<file path="config.mk">
export PLATFORM = sky130hd
export DESIGN_NAME = cache_ctrl_flat
export DESIGN_NICKNAME = d
export VERILOG_FILES = /design/src/rtl/cache_ctrl_if.sv /design/src/rtl/cache_ctrl.sv /design/src/flat_wrapper.sv
export SDC_FILE = /design/constraint.sdc
export NUM_CORES = 1
export LEC_CHECK = 0
export ABC_AREA = 1
export CAP_MARGIN = 20
export CORE_MARGIN = 2
export CORE_UTILIZATION = 40
export CTS_CLUSTER_DIAMETER = 80
export DETAILED_ROUTE_END_ITERATION = 8
export GPL_TIMING_DRIVEN = 0
export PLACE_DENSITY = 0.66
export SYNTH_ARGS = -nofsm -noshare
export SYNTH_HDL_FRONTEND = slang
export SYNTH_SLANG_ARGS = --single-unit
</file>
<file path="constraint.sdc">
create_clock -name clk -period 3.58 [get_ports clk]
set_input_delay 0.716 -clock clk [delete_from_list [all_inputs] [get_ports clk]]
set_output_delay 0.716 -clock clk [all_outputs]
set_load 0.05 [all_outputs]
</file>
<file path="src/rtl/cache_ctrl_if.sv">
// CPU, cache and backing-memory signal bundle for the cache controller.
// The slave modport is the controller; master is the surrounding CPU/cache/memory side.
interface cache_ctrl_if;
   logic        cpu_req;
   logic        cpu_we;
   logic [7:0]  cpu_addr;
   logic [7:0]  cpu_wdata;
   logic        cpu_busy;
   logic        cpu_done;
   logic        cpu_err;
   logic [7:0]  cpu_rdata;
   logic [7:0]  cache_addr;
   logic [7:0]  cache_data;
   logic        cache_w_r;
   logic        cache_hit;
   logic [7:0]  cache_out;
   logic [7:0]  mem_addr;
   logic        mem_rd;
   logic        mem_wr;
   logic [7:0]  mem_wdata;
   logic [7:0]  mem_rdata;
   logic        mem_ready;
   logic [15:0] hit_cnt;
   logic [15:0] miss_cnt;

   modport slave (
      input  cpu_req, cpu_we, cpu_addr, cpu_wdata,
      input  cache_hit, cache_out, mem_rdata, mem_ready,
      output cpu_busy, cpu_done, cpu_err, cpu_rdata,
      output cache_addr, cache_data, cache_w_r,
      output mem_addr, mem_rd, mem_wr, mem_wdata,
      output hit_cnt, miss_cnt
   );

   modport master (
      output cpu_req, cpu_we, cpu_addr, cpu_wdata,
      output cache_hit, cache_out, mem_rdata, mem_ready,
      input  cpu_busy, cpu_done, cpu_err, cpu_rdata,
      input  cache_addr, cache_data, cache_w_r,
      input  mem_addr, mem_rd, mem_wr, mem_wdata,
      input  hit_cnt, miss_cnt
   );
endinterface

</file>
<file path="src/rtl/cache_ctrl.sv">
// Write-through, write-allocate cache controller with memory-wait timeout
// and saturating read hit/miss counters. Moore FSM, all outputs registered.
module cache_ctrl #(
   parameter int TIMEOUT = 15
) (
   input logic         clk,
   input logic         reset,
   cache_ctrl_if.slave bus
);
   localparam int WaitW = (TIMEOUT < 1) ? 1 : $clog2(TIMEOUT + 1);
   localparam logic [WaitW-1:0] WaitLimit = WaitW'(TIMEOUT);

   typedef enum logic [2:0] {
      IDLE, LOOKUP, MEM_RD, FILL, CWR, MEM_WR, DONE
   } state_e;

   state_e           state_q;
   logic             we_q, busy_q, done_q, err_q;
   logic             cacheWr_q, memRd_q, memWr_q;
   logic [7:0]       addr_q, wdata_q, rdata_q, cacheData_q;
   logic [15:0]      hitCnt_q, missCnt_q;
   logic [15:0]      hitCnt_d, missCnt_d;
   logic [WaitW-1:0] waitCnt_q;

   assign hitCnt_d  = (hitCnt_q  == 16'hFFFF) ? hitCnt_q  : hitCnt_q  + 16'd1;
   assign missCnt_d = (missCnt_q == 16'hFFFF) ? missCnt_q : missCnt_q + 16'd1;

   // cacheData_q doubles as the fill register on a read miss.
   always_ff @(posedge clk or posedge reset) begin
      if (reset) begin
         state_q     <= IDLE;
         we_q        <= 1'b0;
         busy_q      <= 1'b0;
         done_q      <= 1'b0;
         err_q       <= 1'b0;
         cacheWr_q   <= 1'b0;
         memRd_q     <= 1'b0;
         memWr_q     <= 1'b0;
         addr_q      <= '0;
         wdata_q     <= '0;
         rdata_q     <= '0;
         cacheData_q <= '0;
         hitCnt_q    <= '0;
         missCnt_q   <= '0;
         waitCnt_q   <= '0;
      end else begin
         done_q    <= 1'b0;
         cacheWr_q <= 1'b0;
         case (state_q)
            IDLE: begin
               if (bus.cpu_req) begin
                  we_q    <= bus.cpu_we;
                  addr_q  <= bus.cpu_addr;
                  wdata_q <= bus.cpu_wdata;
                  err_q   <= 1'b0;
                  busy_q  <= 1'b1;
                  state_q <= LOOKUP;
               end
            end
            LOOKUP: begin
               if (we_q) begin
                  cacheData_q <= wdata_q;
                  cacheWr_q   <= 1'b1;
                  state_q     <= CWR;
               end else if (bus.cache_hit) begin
                  rdata_q  <= bus.cache_out;
                  hitCnt_q <= hitCnt_d;
                  done_q   <= 1'b1;
                  state_q  <= DONE;
               end else begin
                  missCnt_q <= missCnt_d;
                  memRd_q   <= 1'b1;
                  waitCnt_q <= '0;
                  state_q   <= MEM_RD;
               end
            end
            // A ready in the cycle the limit is reached still completes normally.
            MEM_RD: begin
               if (bus.mem_ready) begin
                  rdata_q     <= bus.mem_rdata;
                  cacheData_q <= bus.mem_rdata;
                  cacheWr_q   <= 1'b1;
                  memRd_q     <= 1'b0;
                  state_q     <= FILL;
               end else if (waitCnt_q == WaitLimit) begin
                  err_q   <= 1'b1;
                  rdata_q <= '0;
                  memRd_q <= 1'b0;
                  done_q  <= 1'b1;
                  state_q <= DONE;
               end else begin
                  waitCnt_q <= waitCnt_q + 1'b1;
               end
            end
            FILL: begin
               done_q  <= 1'b1;
               state_q <= DONE;
            end
            CWR: begin
               memWr_q   <= 1'b1;
               waitCnt_q <= '0;
               state_q   <= MEM_WR;
            end
            MEM_WR: begin
               if (bus.mem_ready) begin
                  memWr_q <= 1'b0;
                  done_q  <= 1'b1;
                  state_q <= DONE;
               end else if (waitCnt_q == WaitLimit) begin
                  err_q   <= 1'b1;
                  memWr_q <= 1'b0;
                  done_q  <= 1'b1;
                  state_q <= DONE;
               end else begin
                  waitCnt_q <= waitCnt_q + 1'b1;
               end
            end
            DONE: begin
               busy_q  <= 1'b0;
               state_q <= IDLE;
            end
            default: begin
               busy_q  <= 1'b0;
               memRd_q <= 1'b0;
               memWr_q <= 1'b0;
               state_q <= IDLE;
            end
         endcase
      end
   end

   assign bus.cpu_busy   = busy_q;
   assign bus.cpu_done   = done_q;
   assign bus.cpu_err    = err_q;
   assign bus.cpu_rdata  = rdata_q;
   assign bus.cache_addr = addr_q;
   assign bus.cache_data = cacheData_q;
   assign bus.cache_w_r  = cacheWr_q;
   assign bus.mem_addr   = addr_q;
   assign bus.mem_rd     = memRd_q;
   assign bus.mem_wr     = memWr_q;
   assign bus.mem_wdata  = wdata_q;
   assign bus.hit_cnt    = hitCnt_q;
   assign bus.miss_cnt   = missCnt_q;
endmodule

</file>
<file path="src/flat_wrapper.sv">
// flat-port wrapper written by rule: the top's interface ports become plain ports
module cache_ctrl_flat 
#(
   parameter int TIMEOUT = 15
)
  (clk, reset, bus_cpu_req, bus_cpu_we, bus_cpu_addr, bus_cpu_wdata, bus_cache_hit, bus_cache_out, bus_mem_rdata, bus_mem_ready, bus_cpu_busy, bus_cpu_done, bus_cpu_err, bus_cpu_rdata, bus_cache_addr, bus_cache_data, bus_cache_w_r, bus_mem_addr, bus_mem_rd, bus_mem_wr, bus_mem_wdata, bus_hit_cnt, bus_miss_cnt);
  cache_ctrl_if bus_i ();
  input logic clk;
  input logic reset;
  input wire logic [$bits(bus_i.cpu_req)-1:0] bus_cpu_req;
  input wire logic [$bits(bus_i.cpu_we)-1:0] bus_cpu_we;
  input wire logic [$bits(bus_i.cpu_addr)-1:0] bus_cpu_addr;
  input wire logic [$bits(bus_i.cpu_wdata)-1:0] bus_cpu_wdata;
  input wire logic [$bits(bus_i.cache_hit)-1:0] bus_cache_hit;
  input wire logic [$bits(bus_i.cache_out)-1:0] bus_cache_out;
  input wire logic [$bits(bus_i.mem_rdata)-1:0] bus_mem_rdata;
  input wire logic [$bits(bus_i.mem_ready)-1:0] bus_mem_ready;
  output wire logic [$bits(bus_i.cpu_busy)-1:0] bus_cpu_busy;
  output wire logic [$bits(bus_i.cpu_done)-1:0] bus_cpu_done;
  output wire logic [$bits(bus_i.cpu_err)-1:0] bus_cpu_err;
  output wire logic [$bits(bus_i.cpu_rdata)-1:0] bus_cpu_rdata;
  output wire logic [$bits(bus_i.cache_addr)-1:0] bus_cache_addr;
  output wire logic [$bits(bus_i.cache_data)-1:0] bus_cache_data;
  output wire logic [$bits(bus_i.cache_w_r)-1:0] bus_cache_w_r;
  output wire logic [$bits(bus_i.mem_addr)-1:0] bus_mem_addr;
  output wire logic [$bits(bus_i.mem_rd)-1:0] bus_mem_rd;
  output wire logic [$bits(bus_i.mem_wr)-1:0] bus_mem_wr;
  output wire logic [$bits(bus_i.mem_wdata)-1:0] bus_mem_wdata;
  output wire logic [$bits(bus_i.hit_cnt)-1:0] bus_hit_cnt;
  output wire logic [$bits(bus_i.miss_cnt)-1:0] bus_miss_cnt;
  assign bus_i.cpu_req = bus_cpu_req;
  assign bus_i.cpu_we = bus_cpu_we;
  assign bus_i.cpu_addr = bus_cpu_addr;
  assign bus_i.cpu_wdata = bus_cpu_wdata;
  assign bus_i.cache_hit = bus_cache_hit;
  assign bus_i.cache_out = bus_cache_out;
  assign bus_i.mem_rdata = bus_mem_rdata;
  assign bus_i.mem_ready = bus_mem_ready;
  assign bus_cpu_busy = bus_i.cpu_busy;
  assign bus_cpu_done = bus_i.cpu_done;
  assign bus_cpu_err = bus_i.cpu_err;
  assign bus_cpu_rdata = bus_i.cpu_rdata;
  assign bus_cache_addr = bus_i.cache_addr;
  assign bus_cache_data = bus_i.cache_data;
  assign bus_cache_w_r = bus_i.cache_w_r;
  assign bus_mem_addr = bus_i.mem_addr;
  assign bus_mem_rd = bus_i.mem_rd;
  assign bus_mem_wr = bus_i.mem_wr;
  assign bus_mem_wdata = bus_i.mem_wdata;
  assign bus_hit_cnt = bus_i.hit_cnt;
  assign bus_miss_cnt = bus_i.miss_cnt;
  cache_ctrl #(.TIMEOUT(TIMEOUT)) u_core (.clk(clk), .reset(reset), .bus(bus_i));
endmodule
</file>
Word level (Yosys, flattened, before mapping)
Cells that the tools add are included.
{ "totals": {"regBits": 78, "output_inout_bits": 78, "elab_cells": 104} }
{ "classes": {"n_addsub": 3, "n_eq_ne": 20, "n_mux": 41, "bitwise_logic": 7, "n_reduce_logical": 18} }
{ "op_table": {"columns": ["operator", "n"], "rows": [
  ["8-bit two-way mux", 6],
  ["16-bit by 1-bit adder with 16-bit output (second input constant)", 2],
  ["16-bit equality test (second input constant)", 2],
  ["8-bit one-hot mux with 2 select lines", 2],
  ["4-bit AND reduction", 5],
  ["3-bit two-way mux", 6],
  ["3-bit one-hot mux with 6 select lines", 1],
  ["4-bit two-way mux", 4],
  ["1-bit two-way mux", 15],
  ["5-bit OR reduction", 3],
  ["2-bit inequality test (second input constant)", 7],
  ["4-bit one-hot mux with 3 select lines", 1],
  ["3-bit equality test (second input constant)", 3],
  ["1-bit NOT", 7],
  ["3-bit by 2-bit equality test with 1-bit output (second input constant)", 2],
  ["3-bit by 2-bit inequality test with 1-bit output (second input constant)", 2],
  ["1-bit one-hot mux with 2 select lines", 3],
  ["1-bit one-hot mux with 3 select lines", 2],
  ["2-bit AND reduction", 3],
  ["5-bit AND reduction", 1],
  ["4-bit by 1-bit adder with 4-bit output (second input constant)", 1],
  ["4-bit equality test (second input constant)", 1],
  ["2-bit by 1-bit inequality test with 1-bit output (second input constant)", 2],
  ["1-bit one-hot mux with 4 select lines", 1],
  ["other kinds (6)", 7]
]} }

Logic depth before layout (Yosys ltp)
{ "logic_depth": {"depth_word": 4, "mapped_depth": 10, "ltp_nobuf": 9} }

Worst setup path after synthesis
Ideal clock, no wire load.
{ "synth_path": {"kind": "flip-flop to flip-flop", "startpoint": "register u_core.hitCnt_q[1] (netlist: u_core.bus.hit_cnt[1])", "endpoint": "register u_core.hitCnt_q[0] (netlist: u_core.bus.hit_cnt[0])", "setup_ns": 0.118, "arrival_time_ns": 1.844, "t_required_ns": 3.462, "path_slack_ns": 1.618, "stages_incl_launch_ff": 10, "synth_period_minus_slack_ns": 1.962, "path_cell_list": "dfrtp_1 -> ha_1 -> nand3_1 -> nor2_4 -> nand2_2 -> nor2_1 -> nor2_4 -> buf_6 -> nand2_1 -> nand2_1"} }
{ "synth_between": {"elab_chain_cells": 3} }
{ "synth_lines": {"columns": ["element", "line_no", "source"], "rows": [
  ["from (decl)", "cache_ctrl.sv:21", "logic [15:0] hitCnt_q, missCnt_q;"],
  ["from (signal assigned)", "cache_ctrl.sv:67", "hitCnt_q <= hitCnt_d;"],
  ["16-bit equality test", "cache_ctrl.sv:25", "assign hitCnt_d = (hitCnt_q == 16'hFFFF) ? hitCnt_q : hitCnt_q + 16'd1;"],
  ["1-bit NOT (no source line)", null, null],
  ["4-bit AND reduction (no source line)", null, null]
]} }
No other way between the ends.
A chain may end at the register's enable or synchronous reset.

Worst setup path in the final report
{ "layout_path": {"startpoint": "register u_core.missCnt_q[0] (netlist: u_core.bus.miss_cnt[0])", "endpoint": "output port bus_miss_cnt[0]"} }
{ "layout_lines": {"columns": ["element", "line_no", "source"], "rows": [
  ["from (decl)", "cache_ctrl.sv:21", null],
  ["from (signal assigned)", "cache_ctrl.sv:71", "missCnt_q <= missCnt_d;"],
  ["to (decl)", "flat_wrapper.sv:30", "output wire logic [$bits(bus_i.miss_cnt)-1:0] bus_miss_cnt;"]
]} }
No word-level cell between the ends.

==> results.yml <==
critical_path:
  cp_max_fo: 7
  crit_family: "buffers and inverters"
  start_kind: "register"
  arrival_ps: 1700
  critPathSlowestCell: "clkdlybuf4s50_1"
  endpoint_kind: "output pin"
  rrSetupSlack_ps: 1690
  required_ps: 2860
  crit_chain: "clkdlybuf4s50_1"
  critPathBufInv: 1
  worstSetupPathType: "reg -> out"
  cpPeakStageDelay_ps: 850
finish:
  final_area_mm2: 0.00581
  final_util: 0.563
  regArea_mm2: 0.00195
  multiInputGateArea_mm2: 0.00199
  diodes: 0
  areaGrowthSynthToFinish_pct: 36.4
  drive_gt1_frac: 0.0804
  nets: 757
  fillers: 980
floorplan:
  boundaryPins: 116
  initial_utilization: 0.412
  core_mm2: 0.0103
  die_x_um: 107
  dieArea_mm2: 0.0115
  core.rowCount: 37
  die_y_um: 107
drt:
  routed.top_layer: "met4"
  ant_nets: 0
  wl_per_cell_um: 12.8
  drtPass1Iterations: 5
  via_count: 4113
  wl_met3_um: 399
  wl_met1_mm: 5.09
  via_per_inst: 4.80
  drt_iter0_drc: 229
  drc: 0
  drt-total-wl_mm: 11.0
  wl_met2_mm: 5.14
synth:
  syn-num-nets: 630
  synth-seq-cells: 78
  syn_inst: 589
  synth_xor_area_frac: 0.0267
  synth_top_family_by_area: "simple AND/OR/NAND/NOR gates"
  syn_area_mm2: 0.00426
  synthSimpleGateAreaFrac: 0.383
  synth_compound_area_frac: 0.0485
  yosysWarnings: 0
  synth_cell_type_count: 30
  synthAdderAreaFrac: 0.00882
  syn_avg_cell_area_um2: 7.23
  muxShareOfSynthArea: 0
  yosysSeqAreaShare: 0.458
clocking:
  clk_latency_ps: 360
  cts_tree: "built"
  numCtsBuffers: 9
  postCtsHoldBufs: 0
  cts_resized: 0
  clock-sinks: 78
  clkSlewWorstSetupHoldPaths_ps: 80
  clockBufferDepth: 2
  post-cts-setup-buffer-count: 0
  clk_root_buffer_cell: "clkbuf_8"
  h-tree-depth: 3
global_route:
  grt_pass1_vias: 3790
  grt-ovfl-total: 0
  antenna_found_initial: 0
  track_usage: 0.196
  grt_start_max_net_pins: 55
  grt_pass1_wl_mm: 17.8
placement:
  place_area_mm2: 0.00561
  dp_hpwl_mm: 8.31
  portBuffers: 115
  gp_congestion: 0.872
sta:
  slew_viol_final: 0
  setup_violations: 0
  setup_tns_ps: 0
  rsz0062_at_grt: "no"
  fin_worst_skew_ps: 10.6
  max_slew_margin: 0.635
  whs_ps: 494
  hold_viol: 0
  fmax_ghz: 0.414
  fin_crit_sh: 0.675
  period_minus_slack_ps: 2420
  worstMarginPinSlew_ps: 546
hold_path:
  min_path_type: "reg -> reg"
pwr:
  cellLeakagePower_nw: 2.80
  vdd_drop_max_v: 0.000431
  power.density_mw_per_mm2: 795
run:
  max_cap_violations: 0
status:
  status: "complete, no violations"
==> state kept, by name, summed over array words and instances (netlist names) <==
| name | cells |
|---|---|
| u_core.bus.hit_cnt | 16 |
| u_core.bus.miss_cnt | 16 |
| u_core.bus.cache_addr | 8 |
| u_core.bus.cache_data | 8 |
| u_core.bus.cpu_rdata | 8 |
| u_core.bus.mem_wdata | 8 |
| u_core.waitCnt_q | 4 |
| u_core.state_q | 3 |
| u_core.bus.cache_w_r | 1 |
| u_core.bus.cpu_busy | 1 |
| u_core.bus.cpu_done | 1 |
| u_core.bus.cpu_err | 1 |
| u_core.bus.mem_rd | 1 |
| u_core.bus.mem_wr | 1 |
| u_core.we_q | 1 |
==> power breakdown <==
group / switching, mW / internal [mW] / total (mW)
combinational: 1.71 / 0.840 / 2.55
clock: 0.336 / 0.338 / 0.674
sequential: 0.243 / 1.15 / 1.39
total: 2.29 / 2.33 / 4.62
==> area by class of cell <==
| cell class | count | area share |
|---|---|---|
| inverters | 47 | 0.0308 |
| flip-flops and latches | 78 | 0.336 |
| clock inverters | 6 | 0.0106 |
| well taps | 136 | 0.0293 |
| plain buffers | 19 | 0.0241 |
| clock buffers | 10 | 0.0237 |
| multi-input cells | 445 | 0.343 |
| repair buffers | 116 | 0.203 |
==> worst paths after layout <==
check	from	endpoint	depth (start not counted)
hold / removal	u_core.bus.cpu_rdata[5]$_DFFE_PP0P_	u_core.bus.cpu_rdata[5]$_DFFE_PP0P_	2
max in group asynchronous	reset	u_core.bus.cache_addr[2]$_DFFE_PP0P_	3
hold reg to reg	u_core.bus.cpu_rdata[5]$_DFFE_PP0P_	u_core.bus.cpu_rdata[5]$_DFFE_PP0P_	2
setup reg to reg	u_core.bus.miss_cnt[0]$_DFFE_PP0P_	u_core.bus.miss_cnt[9]$_DFFE_PP0P_	10
setup / recovery	u_core.bus.miss_cnt[0]$_DFFE_PP0P_	bus_miss_cnt[0]	1
min in group asynchronous	reset	u_core.bus.miss_cnt[1]$_DFFE_PP0P_	2
==> stage by stage <==
| stage | total power [mW] | setup slack, ps | cells |
|---|---|---|---|
| 6_report | 4.62 | 1160 | 857 |
| 3_5_place_dp | 3.96 | 1220 | 841 |
| 4_1_cts | 4.65 | 1150 | 857 |
| 5_1_grt | 4.89 | 1100 | 857 |
| 2_1_floorplan | 3.12 | 869 | 589 |
| 3_3_place_gp | 3.92 | -570 | 840 |
==> cell families after synthesis <==
group,count (synthesis)
flops,78
fa+ha+maj,3
simple gates,394
xor+xnor,13
buf+inv,66
compound gates,35
==> synth_stat cells <==
cell	count	area, um2
a21boi_0	1	7.51
a21oi_1	3	15.0
a2bb2oi_1	1	8.76
buf_2	4	20.0
buf_4	11	82.6
buf_6	3	33.8
clkbuf_1	1	3.75
clkinv_1	2	7.51
dfrtp_1	78	1950
ha_1	3	37.5
inv_1	41	154
inv_2	4	15.0
nand2_1	296	1110
nand2_2	4	25.0
nand3_1	30	150
nand3_2	1	10.0
nand3_4	1	17.5
nand4_1	13	81.3
nor2_1	40	150
nor2_2	3	18.8
nor2_4	4	45.0
nor3_4	1	16.3
o211ai_1	1	7.51
o21ai_0	26	130
o21ai_2	1	8.76
o21ai_4	1	16.3
o22ai_2	1	12.5
or2_2	1	6.26
xnor2_1	7	61.3
xor2_1	6	52.6
==> placed cells by master (no fill, tap or decap), types with 2 or more instances in the layout <==
cell type        netlist  routed
nand2_1              296     296
clkdlybuf4s50_1        0     115
dfrtp_1               78      78
inv_1                 41      40
nor2_1                40      40
nand3_1               30      30
o21ai_0               26      26
nand4_1               13      13
buf_4                 11      11
clkbuf_8               0      10
xnor2_1                7       7
xor2_1                 6       6
buf_2                  4       4
inv_2                  4       4
nor2_4                 4       4
nand2_2                4       4
nor2_2                 3       3
buf_6                  3       3
a21oi_1                3       3
ha_1                   3       3
clkinv_2               0       3
clkinv_1               2       2
==> metal layers <==
layer	up-vias	track usage
li1	2088	-
met1	1911	0.259
met2	89	0.309
met3	25	0.0353
met4	0	0.0955
met5	-	0
No activity file was read; power rests on OpenSTA's default activity.
